[src/rtl/fifo_pkg.sv]
// Shared definitions for the single-clock FIFO family: read-mode constants and
// depth computation.
package fifo_pkg;

  localparam int unsigned FIFO_STD  = 0;
  localparam int unsigned FIFO_FWFT = 1;

  function automatic int unsigned fifo_depth(input int unsigned asize);
    return 32'd1 << asize;
  endfunction

endpackage

[src/rtl/sync_fifo_ram.sv]
// Storage array for sync_fifo: registered write port, combinational read port.
// Contents are deliberately not reset.
module sync_fifo_ram
  import fifo_pkg::*;
#(
  parameter int unsigned DSIZE = 8,
  parameter int unsigned ASIZE = 4
) (
  input  logic             clk,
  input  logic             we,
  input  logic [ASIZE-1:0] waddr,
  input  logic [DSIZE-1:0] wdata,
  input  logic [ASIZE-1:0] raddr,
  output logic [DSIZE-1:0] q
);

  localparam int unsigned DEPTH = fifo_depth(ASIZE);

  logic [DSIZE-1:0] mem_q [DEPTH];

  always_ff @(posedge clk) begin
    if (we) begin
      mem_q[waddr] <= wdata;
    end
  end

  assign q = mem_q[raddr];

endmodule

[src/rtl/sync_fifo.sv]
// Single-clock FIFO with exact fill count, almost-full/empty thresholds,
// optional first-word-fall-through read and sticky overflow/underflow flags.
module sync_fifo
  import fifo_pkg::*;
#(
  parameter int unsigned DSIZE    = 8,
  parameter int unsigned ASIZE    = 4,
  parameter int unsigned AF_LEVEL = 14,
  parameter int unsigned AE_LEVEL = 2,
  parameter int unsigned FWFT     = FIFO_STD
) (
  input  logic             clk,
  input  logic             rst_n,
  input  logic             winc,
  input  logic [DSIZE-1:0] wdata,
  input  logic             rinc,
  input  logic             clr_err,
  output logic [DSIZE-1:0] rdata,
  output logic             wfull,
  output logic             rempty,
  output logic             walmost_full,
  output logic             ralmost_empty,
  output logic [ASIZE:0]   count,
  output logic             overflow,
  output logic             underflow
);

  localparam int unsigned    DEPTH    = fifo_depth(ASIZE);
  localparam logic [ASIZE:0] DepthCnt = DEPTH[ASIZE:0];
  localparam logic [ASIZE:0] AfLvl    = AF_LEVEL[ASIZE:0];
  localparam logic [ASIZE:0] AeLvl    = AE_LEVEL[ASIZE:0];

  logic [ASIZE-1:0] wbin_q, wbin_d;
  logic [ASIZE-1:0] rbin_q, rbin_d;
  logic [ASIZE:0]   count_q, count_d;
  logic             overflow_q, overflow_d;
  logic             underflow_q, underflow_d;
  logic             wr_ok, rd_ok;
  logic [DSIZE-1:0] ram_q;

  // Flags decode the registered count directly, so they never glitch.
  assign wfull         = (count_q == DepthCnt);
  assign rempty        = (count_q == '0);
  assign walmost_full  = (count_q >= AfLvl);
  assign ralmost_empty = (count_q <= AeLvl);
  assign count         = count_q;
  assign overflow      = overflow_q;
  assign underflow     = underflow_q;

  assign wr_ok = winc & ~wfull;
  assign rd_ok = rinc & ~rempty;

  always_comb begin
    wbin_d      = wbin_q;
    rbin_d      = rbin_q;
    count_d     = count_q;
    overflow_d  = overflow_q;
    underflow_d = underflow_q;

    if (wr_ok) wbin_d = wbin_q + 1'b1;
    if (rd_ok) rbin_d = rbin_q + 1'b1;

    case ({wr_ok, rd_ok})
      2'b10:   count_d = count_q + 1'b1;
      2'b01:   count_d = count_q - 1'b1;
      default: count_d = count_q;
    endcase

    // A fresh error outranks a clear in the same cycle.
    if (winc & wfull)  overflow_d = 1'b1;
    else if (clr_err)  overflow_d = 1'b0;
    if (rinc & rempty) underflow_d = 1'b1;
    else if (clr_err)  underflow_d = 1'b0;
  end

  always_ff @(posedge clk or negedge rst_n) begin
    if (!rst_n) begin
      wbin_q      <= '0;
      rbin_q      <= '0;
      count_q     <= '0;
      overflow_q  <= 1'b0;
      underflow_q <= 1'b0;
    end else begin
      wbin_q      <= wbin_d;
      rbin_q      <= rbin_d;
      count_q     <= count_d;
      overflow_q  <= overflow_d;
      underflow_q <= underflow_d;
    end
  end

  sync_fifo_ram #(
    .DSIZE(DSIZE),
    .ASIZE(ASIZE)
  ) u_ram (
    .clk  (clk),
    .we   (wr_ok),
    .waddr(wbin_q),
    .wdata(wdata),
    .raddr(rbin_q),
    .q    (ram_q)
  );

  if (FWFT == FIFO_FWFT) begin : g_fwft
    assign rdata = ram_q;
  end else begin : g_std
    logic [DSIZE-1:0] rdata_q;

    always_ff @(posedge clk or negedge rst_n) begin
      if (!rst_n) begin
        rdata_q <= '0;
      end else if (rd_ok) begin
        rdata_q <= ram_q;
      end
    end

    assign rdata = rdata_q;
  end

endmodule

[config.mk]
export PLATFORM = sky130hd
export DESIGN_NAME = sync_fifo
export DESIGN_NICKNAME = d
export VERILOG_FILES = /design/src/rtl/fifo_pkg.sv /design/src/rtl/sync_fifo_ram.sv /design/src/rtl/sync_fifo.sv
export SDC_FILE = /design/constraint.sdc
export NUM_CORES = 1
export LEC_CHECK = 0
export CORE_MARGIN = 1
export CORE_UTILIZATION = 50
export DETAILED_ROUTE_END_ITERATION = 10
export PLACE_DENSITY = 0.68
export SLEW_MARGIN = 0
export SYNTH_ARGS = -nofsm -noshare
export SYNTH_HDL_FRONTEND = slang
export SYNTH_SLANG_ARGS = --single-unit
[constraint.sdc]
create_clock -name clk -period 7.4 [get_ports clk]
set_clock_uncertainty 0.15 [all_clocks]
set_input_delay 0.74 -clock clk [delete_from_list [all_inputs] [get_ports clk]]
set_output_delay 0.74 -clock clk [all_outputs]
set_load 0.005 [all_outputs]
======== Word level (Yosys, flattened, before mapping) ========
Memory sizes are Yosys's and may differ from the RTL's. A register that Yosys moved wholly into a read port is not among the register bits.
Cells that the tools add are included.
W data, S select, Z words.
storage, ports and cells
  register bits ........................... 15
  memory bits (writable) .................. 128
  input port bits ......................... 13
  output and inout port bits .............. 19
  logic and storage cells ................. 32
  memories kept ........................... 1
memories
  name         words  width  read ports  clocked after Yosys merged registers in  write ports  RTL line             source
  u_ram.mem_q  16     8      1           1                                        1            sync_fifo_ram.sv:19  logic [DSIZE-1:0] mem_q [DEPTH];
operators by class
  add/subtract/negate cells ............... 4
  order comparisons ....................... 2
  equality and inequality tests ........... 3
  muxes and demuxes ....................... 6
  bitwise logic cells ..................... 6
  reductions and logical operators ........ 5
operator list
  kind                   count
  $pmux W5 S2            1
  $add A4 B1 Y4 const B  2
  $reduce_bool A2 Y1     3
  $add A5 B1 Y5 const B  1
  $eq A5 B5 Y1 const B   1
  $ge A5 B4 Y1 const B   1
  $le A5 B2 Y1 const B   1
  $logic_not A5 Y1       1
  $mux W1                5
  $sub A5 B1 Y5 const B  1
  $and A1 B1 Y1          4
  $eq A2 B1 Y1 const B   1
  $eq A2 B2 Y1 const B   1
  $not A1 Y1             2
  $logic_not A1 Y1       1

======== Logic depth before layout (Yosys ltp) ========
Gate-level depths: netlist (run 1).
  depth in word-level cells ............... 5
  mapped depth ............................ 12
  mapped depth without buffers ............ 10

======== Cells and area by module ========
From an unflattened synthesis (run 1), not the netlist that was laid out.
second synthesis, totals
  cells, all modules ...................... 317
  area total of the unflattened synthesis .. 6,187.2 µm²
modules (own cells, without submodules)
  module         times used  cells an instance  area each (µm²)  seq. area each (µm²)
  sync_fifo_ram  1           221                4,987.3          3,843.7
  sync_fifo      1           96                 1,199.9          575.6

======== Least setup slack after synthesis (run 1) ========
Ideal clock, no wire load.
  path type ............................... register to register
  start point ............................. register count_q[1], in the netlist count[1]
  end point ............................... register count_q[4], in the netlist count[4]
  library setup time ...................... 140 ps
  arrival time ............................ 2,755 ps
  data required time ...................... 7,110 ps
  setup slack ............................. 4,354 ps
  stages on the path, launching flop included .. 13
  path buffers ............................ 2
  clock period less this slack ............ 3,046 ps
  path through ............................ dfrtp_1 -> buf_6 -> or4_4 -> o21ai_4 -> inv_4 -> ha_1 -> clkbuf_1 -> xor2_1 -> ha_1 -> o21ai_0 -> o22ai_1 -> a2111oi_0 -> a211oi_1
between the ends
  word-level cells in the longest chain between the ends .. 5
  elaborated cells between the ends (all ways) .. 12
  classes of those cells .................. add/sub (2); eq/ne (3); mux (1); bitwise (4); reduce/logical (2)
RTL lines
  what                                                      RTL line         source
  start: declaration                                        sync_fifo.sv:35  logic [ASIZE:0] count_q, count_d;
  start signal: assignment                                  sync_fifo.sv:86  count_q <= count_d;
  $logic_not A5 Y1 (*)                                      sync_fifo.sv:43  assign rempty = (count_q == '0);
  $not A1 Y1 (*)                                            sync_fifo.sv:51  assign rd_ok = rinc & ~rempty;
  $and A1 B1 Y1 (*)                                         sync_fifo.sv:51
  named net rd_ok                                           sync_fifo.sv:38  logic wr_ok, rd_ok;
  $eq A2 B1 Y1 / $eq A2 B2 Y1 (equally long branches)       sync_fifo.sv:63  case ({wr_ok, rd_ok})
  $pmux W5 S2 / $reduce_bool A2 Y1 (equally long branches)  --
Mark *: on every way through the listed nets, which the timed path passes. The rest lies on a longest branch.
A chain may end at the register's enable or synchronous reset.

======== Final worst setup path (run 1) ========
Ends and elaborated chain as after synthesis.

==> results of run 1 <==
## per-stage QoR
step	cell area [um^2]	util [%]	worst slack, ns
floorplan	6191	-	4.354
global placement	6656	55.19	3.921
detailed placement	6656	55.19	3.796
CTS	7222	59.88	3.975
global route	7222	59.88	3.759
finish	7222	59.88	4.000
## registers in the layout, indices dropped and copies added, names as in the netlist
register     count
wbin_q           4
u_ram.mem_q    128
rbin_q           4
rdata            8
count            5
underflow        1
overflow         1
## routing by layer
layer	share of wire (%)	vias to the layer above	track usage, %
met5	0	-	0
met4	1.9	0	8.772
met3	3.7	18	4.981
met2	48	66	29.69
met1	46	1602	26.68
li1	-	1373	-
## cell type report
type / instances / area, um^2
Clock buffer: 19 / 432.9
Multi-Input combinational cell: 152 / 1653
Tap cell: 168 / 210.2
Clock inverter: 13 / 132.6
Inverter: 6 / 25.02
Fill cell: 883 / 4840
Timing Repair Buffer: 36 / 347.8
Sequential cell: 151 / 4420
## kinds of logic (layout without fill, tap and decap cells)
family                   Yosys count  in the layout
flip-flops                       151            151
adder cells (fa/ha/maj)            9              9
AO/OA/AOI/OAI                     28             28
multiplexers                      49             49
buffers and inverters             25             74
AND/OR/NAND/NOR                   57             57
XOR/XNOR                           9              9
## power by group through the flow
stage / Sequential [mW] / Combinational [mW] / Clock, mW
floorplan: 1.12 / 0.599 / 0
global placement: 1.16 / 0.804 / 0
detailed placement: 1.16 / 0.813 / 0
CTS: 1.15 / 0.818 / 0.835
global route: 1.16 / 0.867 / 0.865
finish: 1.15 / 0.799 / 0.825
## tightest hold or removal path: stages, from the launching register on
cell,delay [ns]
dfrtp_1,0.34
nand2_1,0.06
o221ai_2,0.05
## cell usage in the layout (no fill, tap or decap), types with 3 or more instances in the layout
| master | n |
|---|---|
| buf_4 | 5 |
| clkbuf_16 | 17 |
| clkdlybuf4s50_1 | 31 |
| clkinv_2 | 4 |
| clkinv_4 | 3 |
| clkinvlp_4 | 3 |
| dfrtp_1 | 22 |
| edfxtp_1 | 128 |
| ha_1 | 9 |
| inv_1 | 5 |
| mux2i_1 | 16 |
| mux4_2 | 32 |
| nand2_1 | 21 |
| nand2b_1 | 4 |
| nor2_1 | 16 |
| nor2b_1 | 4 |
| o21ai_0 | 3 |
| o221ai_2 | 8 |
| xnor2_1 | 6 |
| xor2_1 | 3 |
## worst paths after layout
check / start / end / slack (ns) / depth (start not counted)
worst min register to register: rdata[0]$_DFFE_PN0P_ / rdata[0]$_DFFE_PN0P_ / 0.34 / 2
max in group asynchronous: rst_n / rbin_q[2]$_DFFE_PN0P_ / 5.61 / 1
worst min-delay path: rdata[0]$_DFFE_PN0P_ / rdata[0]$_DFFE_PN0P_ / 0.34 / 2
min in group asynchronous: rst_n / wbin_q[0]$_DFFE_PN0P_ / 0.76 / 1
worst max register to register: count[1]$_DFFE_PN0P_ / count[4]$_DFFE_PN0P_ / 4.00 / 10
worst max-delay path: count[1]$_DFFE_PN0P_ / count[4]$_DFFE_PN0P_ / 4.00 / 10
==> impl_results.md, run 1 <==
- Final setup violation count: 0
- Share of cells above drive strength 1: 22.55%
- RePlAce Congestion: 0.7300
- Top post-synthesis cells by count: 128 x edfxtp_1, 32 x mux4_2, 23 x dfrtp_1
- Starting Density: 51.33%
- CP arrival: 3.54 ns
- Seq/Total Area, Yosys: around 71%
- Routed WL per cell: around 21 um
- Peak VDD IR: 169.6 uV
- P_sw: around 0.82 mW
- Total track usage: 19.48%
- Die W: 113.3 um
- Logic pwr share: 28.8%
- EDFF count, synth: 128
- Cell variety after synth: 41
- Detailed router's first-iteration violation count: between 200 and 250
- Sequential power share: between 40% and 50%
- Leakage: 2.463 nW
- P per Cell Area: 383.6 mW/mm^2
- Outcome: finished clean
- CTS tree: built
- Port bufs: 31
- Max FO, Critical Path: 11
- Cells after Synth: approximately 330
- Post-CTS setup buffers: 0
- Yosys top cell area share: between 60% and 70%
- Top Ports: 32
- XOR/XNOR share of the synthesized area: under 10%
- Max cap viols: 0
- Number of global-route vias before repair: roughly 3100
- Yosys reg bits: 151
- Post-DR vias/cell: 5.613
- Clock Sinks: ~150
- Post-cts hold buffer count: 0
- WL final: between 10000 and 15000 um
- CP cell instances: or4_4 -> o21ai_4 -> inv_4 -> ha_1 -> xor2_1 -> ha_1 -> o21ai_0 -> o22ai_1 -> a2111oi_0 -> a211oi_1
- Row count: 40
- Area leader, netlist: edfxtp_1
- Final hold violations: 0
- Synth Area in Simple Gates: 4.507%
- Initial antenna violation count: 0
- Vias: between 3000 and 4000
- CTS buffer count: 17
- Cell internal pwr: 1.946 mW
- Pre-antenna DRT Iters: 4
- Yosys warnings: 0
- Min-delay worst type: reg -> reg
- Post-Layout Cell Count: approximately 550
- Dominant cells by area after synthesis: edfxtp_1 62%, mux4_2 12%, dfrtp_1 9.3%
- Ys flop type: edfxtp_1
- Crit. End Element: flop
- GRT overflow: 0
- Cts repair resizes: 0
- First-pass GRT wire length: 17640 um
- Async SR Flop Fraction: 15.23%
- Setup CP Type: reg -> reg
- Worst path required time: ~7.5 ns
- Clk Latency, worst-skew pair: 0.42 ns
- Fin crit period: 3.400 ns
- Bufs on Longest Clock Path: 2
- Largest net degree at the start of global routing: 35
- Root Buffer: clkbuf_16
- Synth-to-layout area growth: 16.65%
- Post-route DRC: 0
- Clock-pin slew of the registers on the worst-case setup and hold paths: about 0.060 ns
- Achievable Freq: 294.1 MHz
- WP buf/inv: 1
- Die area: 0.01283 mm^2
- HPWL after DPL: between 6000 and 7000 um
- Mapped Nets: 350
- Syn_area_per_cell: 18.87 um^2
- Dpl cells: between 500 and 600
- H-tree levels: 4
- Die Height: 113.3 um
- Setup TNS: 0 ns
- Total core area: ~0.012 mm^2
- Post-synthesis compound-gate area fraction: 4.527%
- Routed Antenna Nets: 0
- Max-slew violations: 0
- Relative slew slack: 27.50%
- Startpoint Class: flop
- CP delay by family, top: compound AO/OA/AOI/OAI gates
- Critical Path Most Common Cell: ha_1
- RSZ-0062 raised after global routing: false
- Period utilization: 45.95%
- Clk network pwr share: between 20% and 30%
- Hold_ws: 0.3415 ns
- Largest stage delay, worst path: 0.60 ns
- Worst-margin pin slew: roughly 1.1 ns
- Top-count cell post-synth: edfxtp_1
- NumNets Final: 386
- Cell area after synthesis: around 0.0062 mm^2
- Switching Fraction: 29.74%
- CP max stage cell: or4_4
- Total power after layout: 2.770 mW
- Post-synthesis adder-cell area fraction: 1.819%
- N_diodes: 0
- Largest family of logic cells by synthesized area: multiplexers
- Post-synthesis mux area share: 14.41%
Note: power is estimated with default switching activity, not from simulation.
==> run 2, diff against run 1 <==
clock period = 3.3 ns   (was 7.4 ns; I/O delays follow)
==> run 2 against run 1 <==
  * Register-to-register slack lost 3.8 ns
  * Critical endpoint unchanged
  * Non-clock buffer count grew 23
  * Largest power group unchanged
  * Total power grew 130%
  * First-iteration DRC count grew 19%
  * Design area grew 3.3%
  * Sequential power grew 130%
  * Core utilization grew 2.0 points
  * Clock power grew 150%
  * Die area is the same
  * Worst hold slack lost 0.22 ns
==> impl_results.md, run 2 (same netlist as run 1, synthesis figures left out) <==
- Synth-to-layout area growth: 20.53% (was 16.65%)
- Total core area: 0.01206 mm^2 (unchanged)
- Clk Latency, worst-skew pair: 0.42 ns (about the same)
- RePlAce Congestion: 0.7350 (was 0.7300)
- Max FO, Critical Path: 9 (was 11)
- Post-CTS setup buffers: 0 (unchanged)
- WL final: 11550 um (was 11380 um)
- H-tree levels: 4 (unchanged)
- GRT overflow: 0 (unchanged)
- Fin crit period: 3.098 ns (was 3.400 ns)
- HPWL after DPL: 7298 um (was 6822 um)
- Post-DR vias/cell: 5.454 (was 5.613)
- FILL cells: 854 (was 883)
- Worst-margin pin slew: 1.046 ns (was 1.084 ns)
- Bufs on Longest Clock Path: 2 (unchanged)
- Starting Density: 51.33% (unchanged)
- Peak VDD IR: 554.1 uV (was 169.6 uV)
- Crit. End Element: flop (unchanged)
- Routed WL per cell: 20.34 um (was 20.88 um)
- Area after DPL: 0.006832 mm^2 (was 0.006656 mm^2)
- Port bufs: 31 (unchanged)
- Storage element area: 0.004420 mm^2 (unchanged)
- Die Height: 113.3 um (unchanged)
- Number of flip-flops in the largest register: 128 (unchanged)
- NumNets Final: 409 (was 386)
- R2R Setup Slk: 0.20 ns (was 4.00 ns)
- Clock-pin slew of the registers on the worst-case setup and hold paths: 0.06 ns (about the same)
- Pre-antenna DRT Iters: 4 (unchanged)
- Total track usage: 20.20% (was 19.48%)
- Reg with most FFs: u_ram.mem_q (unchanged)
- Initial antenna violation count: 0 (unchanged)
- CP arrival: 3.23 ns (was 3.54 ns)
- Max cap viols: 0 (unchanged)
- FF-to-FF End: count[4]$_DFFE_PN0P_ (unchanged)
- Number of global-route vias before repair: 3113 (was 3101)
- Reg2Reg Depth: 10 (unchanged)
- Setup ws final: 0.2015 ns (was 4.000 ns)
- Relative slew slack: 30.24% (was 27.50%)
- Leakage: 2.616 nW (was 2.463 nW)
- Final Util: 61.87% (was 59.88%)
- Detailed router's first-iteration violation count: 288 (was 243)
- RSZ-0062 raised after global routing: false (unchanged)
- N_diodes: 0 (unchanged)
- Die W: 113.3 um (unchanged)
- Routed Antenna Nets: 0 (unchanged)
- Setup TNS: 0 ns (unchanged)
- Place WS: 0.2079 ns (was 3.796 ns)
- Critical R2R Launch: count[3]$_DFFE_PN0P_ (was count[1]$_DFFE_PN0P_)
- P per Cell Area: 871.8 mW/mm^2 (was 383.6 mW/mm^2)
- Outcome: finished clean (unchanged)
- Max-slew violations: 0 (unchanged)
- Hold_ws: 0.1183 ns (was 0.3415 ns)
- Final hold violations: 0 (unchanged)
- Worst path required time: 3.44 ns (was 7.54 ns)
- Die area: 0.01283 mm^2 (unchanged)
- Root Buffer: clkbuf_16 (unchanged)
- Share of cells above drive strength 1: 27.25% (was 22.55%)
- Commonest non-fill, non-tap cell in the layout: edfxtp_1 (unchanged)
- Area of the multi-input gates: 0.001650 mm^2 (was 0.001653 mm^2)
- Period utilization: 93.89% (was 45.95%)
- First-pass GRT wire length: 18210 um (was 17640 um)
- Min-delay worst type: in -> async (was reg -> reg)
- Achievable Freq: 322.7 MHz (was 294.1 MHz)
- Row count: 40 (unchanged)
- Most frequent cells in the layout: 128 x edfxtp_1, 32 x mux4_2, 31 x clkdlybuf4s50_1, 27 x buf_4, 22 x dfrtp_1 (was 128 x edfxtp_1, 32 x mux4_2, 31 x clkdlybuf4s50_1, 22 x dfrtp_1, 21 x nand2_1)
- Top Ports: 32 (unchanged)
- Setup CP Type: reg -> reg (unchanged)
- Vias: 3098 (was 3059)
- Final setup violation count: 0 (unchanged)
- Post-route DRC: 0 (unchanged)
- Clock Sinks: 151 (unchanged)
- Design area: 0.007462 mm^2 (was 0.007222 mm^2)
- CTS buffer count: 17 (unchanged)
- Startpoint Class: flop (unchanged)
- Largest net degree at the start of global routing: 24 (was 35)
- CTS tree: built (unchanged)
-- run 2: critical path, cell delays in order (launching register included) --
cell	delay [ns]
dfrtp_1	0.46
or4_4	0.54
o21ai_4	0.17
inv_4	0.08
ha_1	0.32
xor2_1	0.18
ha_1	0.22
o21ai_0	0.17
o22ai_1	0.12
a2111oi_1	0.44
a211oi_1	0.09
-- run 2: report_power, final --
part | leakage (nW) | switching, mW | internal [mW]
Sequential | 1.44 | 0.304 | 2.37
Clock | 0.302 | 0.755 | 1.27
Combinational | 0.879 | 0.821 | 0.988
Total | 2.62 | 1.88 | 4.63
-- run 2: worst max path at each step --
stage	slack, ns	to	cells past startpoint	start
3_5_place_dp	0.21	count[4]$_DFFE_PN0P_	10	count[3]$_DFFE_PN0P_
6_report	0.20	count[4]$_DFFE_PN0P_	10	count[3]$_DFFE_PN0P_
5_1_grt	0.03	count[4]$_DFFE_PN0P_	10	count[3]$_DFFE_PN0P_
2_1_floorplan	0.25	count[4]$_DFFE_PN0P_	12	count[1]$_DFFE_PN0P_
4_1_cts	0.20	count[4]$_DFFE_PN0P_	10	count[3]$_DFFE_PN0P_
3_3_place_gp	0.35	count[4]$_DFFE_PN0P_	10	count[3]$_DFFE_PN0P_
-- run 2: area by class of cell --
type	instances	area share, %
inverters	6	0.3353
multi-input cells	152	22.12
flip-flops and latches	151	59.24
well taps	168	2.817
clock buffers	18	5.751
repair buffers	59	7.143
clock inverters	14	2.599
-- run 2: timing repair --
| action | in CTS | in global routing |
|---|---|---|
| hold buffers | 0 | 0 |
| gates resized for setup | 0 | 2 |
| endpoints found under the setup margin | 0 | 1 |
-- run 2: metal layers --
layer / vias up / GRT usage (%) / part of all wire (%)
met4: 0 / 7.456 / 0.90
li1: 1416 / - / -
met5: - / 0 / 0
met3: 10 / 4.821 / 3.8
met1: 1596 / 27.07 / 45
met2: 76 / 32.52 / 50
-- run 2: stage by stage --
step | power [mW] | std cells
2_1_floorplan | 3.851 | 328
3_3_place_gp | 4.494 | 536
3_5_place_dp | 4.536 | 536
4_1_cts | 6.568 | 568
5_1_grt | 6.823 | 568
6_report | 6.506 | 568
==> run 3, diff against run 2 <==
REMOVE_ABC_BUFFERS = 1   (was unset)
==> run 3 against run 2 <==
  * First-iteration DRC count fell by 25%
  * Core utilization fell by 0.89 points
  * Critical endpoint unchanged
  * Total power fell by 4.7%
  * Die area did not move
  * Final cell count fell by 0.53%
  * Largest cell class unchanged
  * Clock power fell by 14%
  * Global-route usage fell by 0.29 points
==> impl_results.md, run 3 (same netlist as run 1, synthesis figures left out) <==
- Outcome: finished clean (unchanged)
- Root Buffer: clkbuf_16 (unchanged)
- Fin crit period: 3.094 ns (was 3.098 ns)
- Detailed router's first-iteration violation count: 216 (was 288)
- P per Cell Area: 842.7 mW/mm^2 (was 871.8 mW/mm^2)
- N_diodes: 0 (unchanged)
- Most frequent cells in the layout: 128 x edfxtp_1, 32 x mux4_2, 31 x clkdlybuf4s50_1, 24 x buf_4, 22 x dfrtp_1 (was 128 x edfxtp_1, 32 x mux4_2, 31 x clkdlybuf4s50_1, 27 x buf_4, 22 x dfrtp_1)
- Vias: 3099 (was 3098)
- Clk Latency, worst-skew pair: 0.42 ns (about the same)
- Cell internal pwr: 4.357 mW (was 4.625 mW)
- Clock-pin slew of the registers on the worst-case setup and hold paths: 0.06 ns (about the same)
- Die W: 113.3 um (unchanged)
- HPWL after DPL: 7232 um (was 7298 um)
- Area after DPL: 0.006809 mm^2 (was 0.006832 mm^2)
- GR peak layer: met2 (unchanged)
- Starting Density: 51.33% (unchanged)
- Startpoint Class: flop (unchanged)
- Reg with most FFs: u_ram.mem_q (unchanged)
- Switching Fraction: 29.70% (was 28.90%)
- Worst-margin pin slew: 0.8902 ns (was 1.046 ns)
- Largest net degree at the start of global routing: 34 (was 24)
- Row count: 40 (unchanged)
- Setup CP Type: reg -> reg (unchanged)
- Post-CTS setup buffers: 0 (unchanged)
- Met2 usage: 31.00% (was 32.52%)
- Relative slew slack: 40.65% (was 30.24%)
- Leakage: 2.550 nW (was 2.616 nW)
- CP arrival: 3.23 ns (about the same)
- Met3 Use GR: 4.713% (was 4.821%)
- NumNets Final: 406 (was 409)
- Crit. End Element: flop (unchanged)
- Dpl cells: 533 (was 536)
- Logic pwr share: 29.0% (was 27.8%)
- Period utilization: 93.76% (was 93.89%)
- Top Ports: 32 (unchanged)
- Final hold violations: 0 (unchanged)
- Peak VDD IR: 450.4 uV (was 554.1 uV)
- Number of global-route vias before repair: 3120 (was 3113)
- Worst path required time: 3.44 ns (about the same)
- CTS tree: built (unchanged)
- Die area: 0.01283 mm^2 (unchanged)
- Total core area: 0.01206 mm^2 (unchanged)
- Reg2Reg Depth: 10 (unchanged)
- Min-delay worst type: in -> async (unchanged)
- Hold_ws: 0.1288 ns (was 0.1183 ns)
- Clock Sinks: 151 (unchanged)
- P_sw: 1.841 mW (was 1.880 mW)
- Post-route DRC: 0 (unchanged)
- RePlAce Congestion: 0.7574 (was 0.7350)
- Achievable Freq: 323.2 MHz (was 322.7 MHz)
- Setup TNS: 0 ns (unchanged)
- GRT overflow: 0 (unchanged)
- Final setup violation count: 0 (unchanged)
- Max cap viols: 0 (unchanged)
- Post-cts hold buffer count: 0 (unchanged)
- Clk network pwr share: 28.2% (was 31.2%)
- H-tree levels: 4 (unchanged)
- Synth-to-layout area growth: 18.80% (was 20.53%)
- Total power after layout: 6.198 mW (was 6.506 mW)
- Max FO, Critical Path: 9 (unchanged)
- Post-Layout Cell Count: 565 (was 568)
- Die Height: 113.3 um (unchanged)
- CTS buffer count: 17 (unchanged)
- Number of flip-flops in the largest register: 128 (unchanged)
- First-pass GRT wire length: 18010 um (was 18210 um)
- Routed Antenna Nets: 0 (unchanged)
- Total track usage: 19.91% (was 20.20%)
- Post-DR vias/cell: 5.485 (was 5.454)
- FILL cells: 890 (was 854)
- Pre-antenna DRT Iters: 4 (unchanged)
- GR Util met1: 27.33% (was 27.07%)
- Commonest non-fill, non-tap cell in the layout: edfxtp_1 (unchanged)
- RSZ-0062 raised after global routing: false (unchanged)
- WL final: 11480 um (was 11550 um)
- Bufs on Longest Clock Path: 2 (unchanged)
- Max-slew violations: 0 (unchanged)
- Sequential power share: 42.8% (was 41.0%)
- Share of cells above drive strength 1: 25.44% (was 27.25%)
- Routed WL per cell: 20.32 um (was 20.34 um)
- Design area: 0.007355 mm^2 (was 0.007462 mm^2)
- Initial antenna violation count: 0 (unchanged)
- Port bufs: 31 (unchanged)
==> run 3: per-layer routing <==
metal / wire length, um / vias up
met4: 181 / 0
met3: 550 / 15
met5: 0 / -
met2: 5588 / 88
met1: 5160 / 1577
li1: - / 1419
==> run 3: timing repair <==
action                                  in CTS  in global routing
endpoints found under the setup margin       0                  1
endpoints found under the hold margin        0                  0
gates resized for setup                      0                  2
==> run 3: path summary, 6_finish.rpt <==
path                                           start                     to  slack (ns)
worst max-delay path            count[0]$_DFFE_PN0P_   count[4]$_DFFE_PN0P_        0.21
worst min register to register  rdata[3]$_DFFE_PN0P_   rdata[3]$_DFFE_PN0P_        0.34
min in group clk                rdata[3]$_DFFE_PN0P_   rdata[3]$_DFFE_PN0P_        0.34
worst max register to register  count[0]$_DFFE_PN0P_   count[4]$_DFFE_PN0P_        0.21
worst min-delay path                           rst_n   count[4]$_DFFE_PN0P_        0.13
max in group asynchronous                      rst_n  rbin_q[2]$_DFFE_PN0P_        2.61
==> run 3: metrics by stage <==
step                      util, %  setup slack (ns)
after floorplan                 -            0.2249
after global placement      56.45            0.2778
after detailed placement    56.45            0.1777
after CTS                   60.92            0.1606
after global routing        60.98           0.01642
final                       60.98            0.2058
==> run 3: critical path, stage by stage (launching register included) <==
cell	delay, ns
dfrtp_1	0.46
or4_4	0.56
o21ai_4	0.17
inv_4	0.08
ha_1	0.32
xor2_1	0.19
ha_1	0.22
o21ai_0	0.18
o22ai_1	0.14
a2111oi_2	0.40
a211oi_1	0.09
==> run 3: power by group through the flow <==
stage / combinational [mW] / sequential (mW) / clock (mW)
after global routing: 1.96 / 2.70 / 1.85
after CTS: 1.81 / 2.66 / 1.78
after global placement: 1.79 / 2.68 / 0
final: 1.80 / 2.65 / 1.75
after detailed placement: 1.80 / 2.70 / 0
after floorplan: 1.03 / 2.74 / 0
==> run 3: area by class of cell <==
class / instances / area (um^2) / share of cell area, %
Tap cell: 168 / 210.2 / 2.858
Sequential cell: 151 / 4420 / 60.11
Multi-Input combinational cell: 152 / 1649 / 22.42
Inverter: 6 / 25.02 / 0.3403
Clock inverter: 14 / 110.1 / 1.497
Timing Repair Buffer: 56 / 510.5 / 6.941
Clock buffer: 18 / 429.2 / 5.835
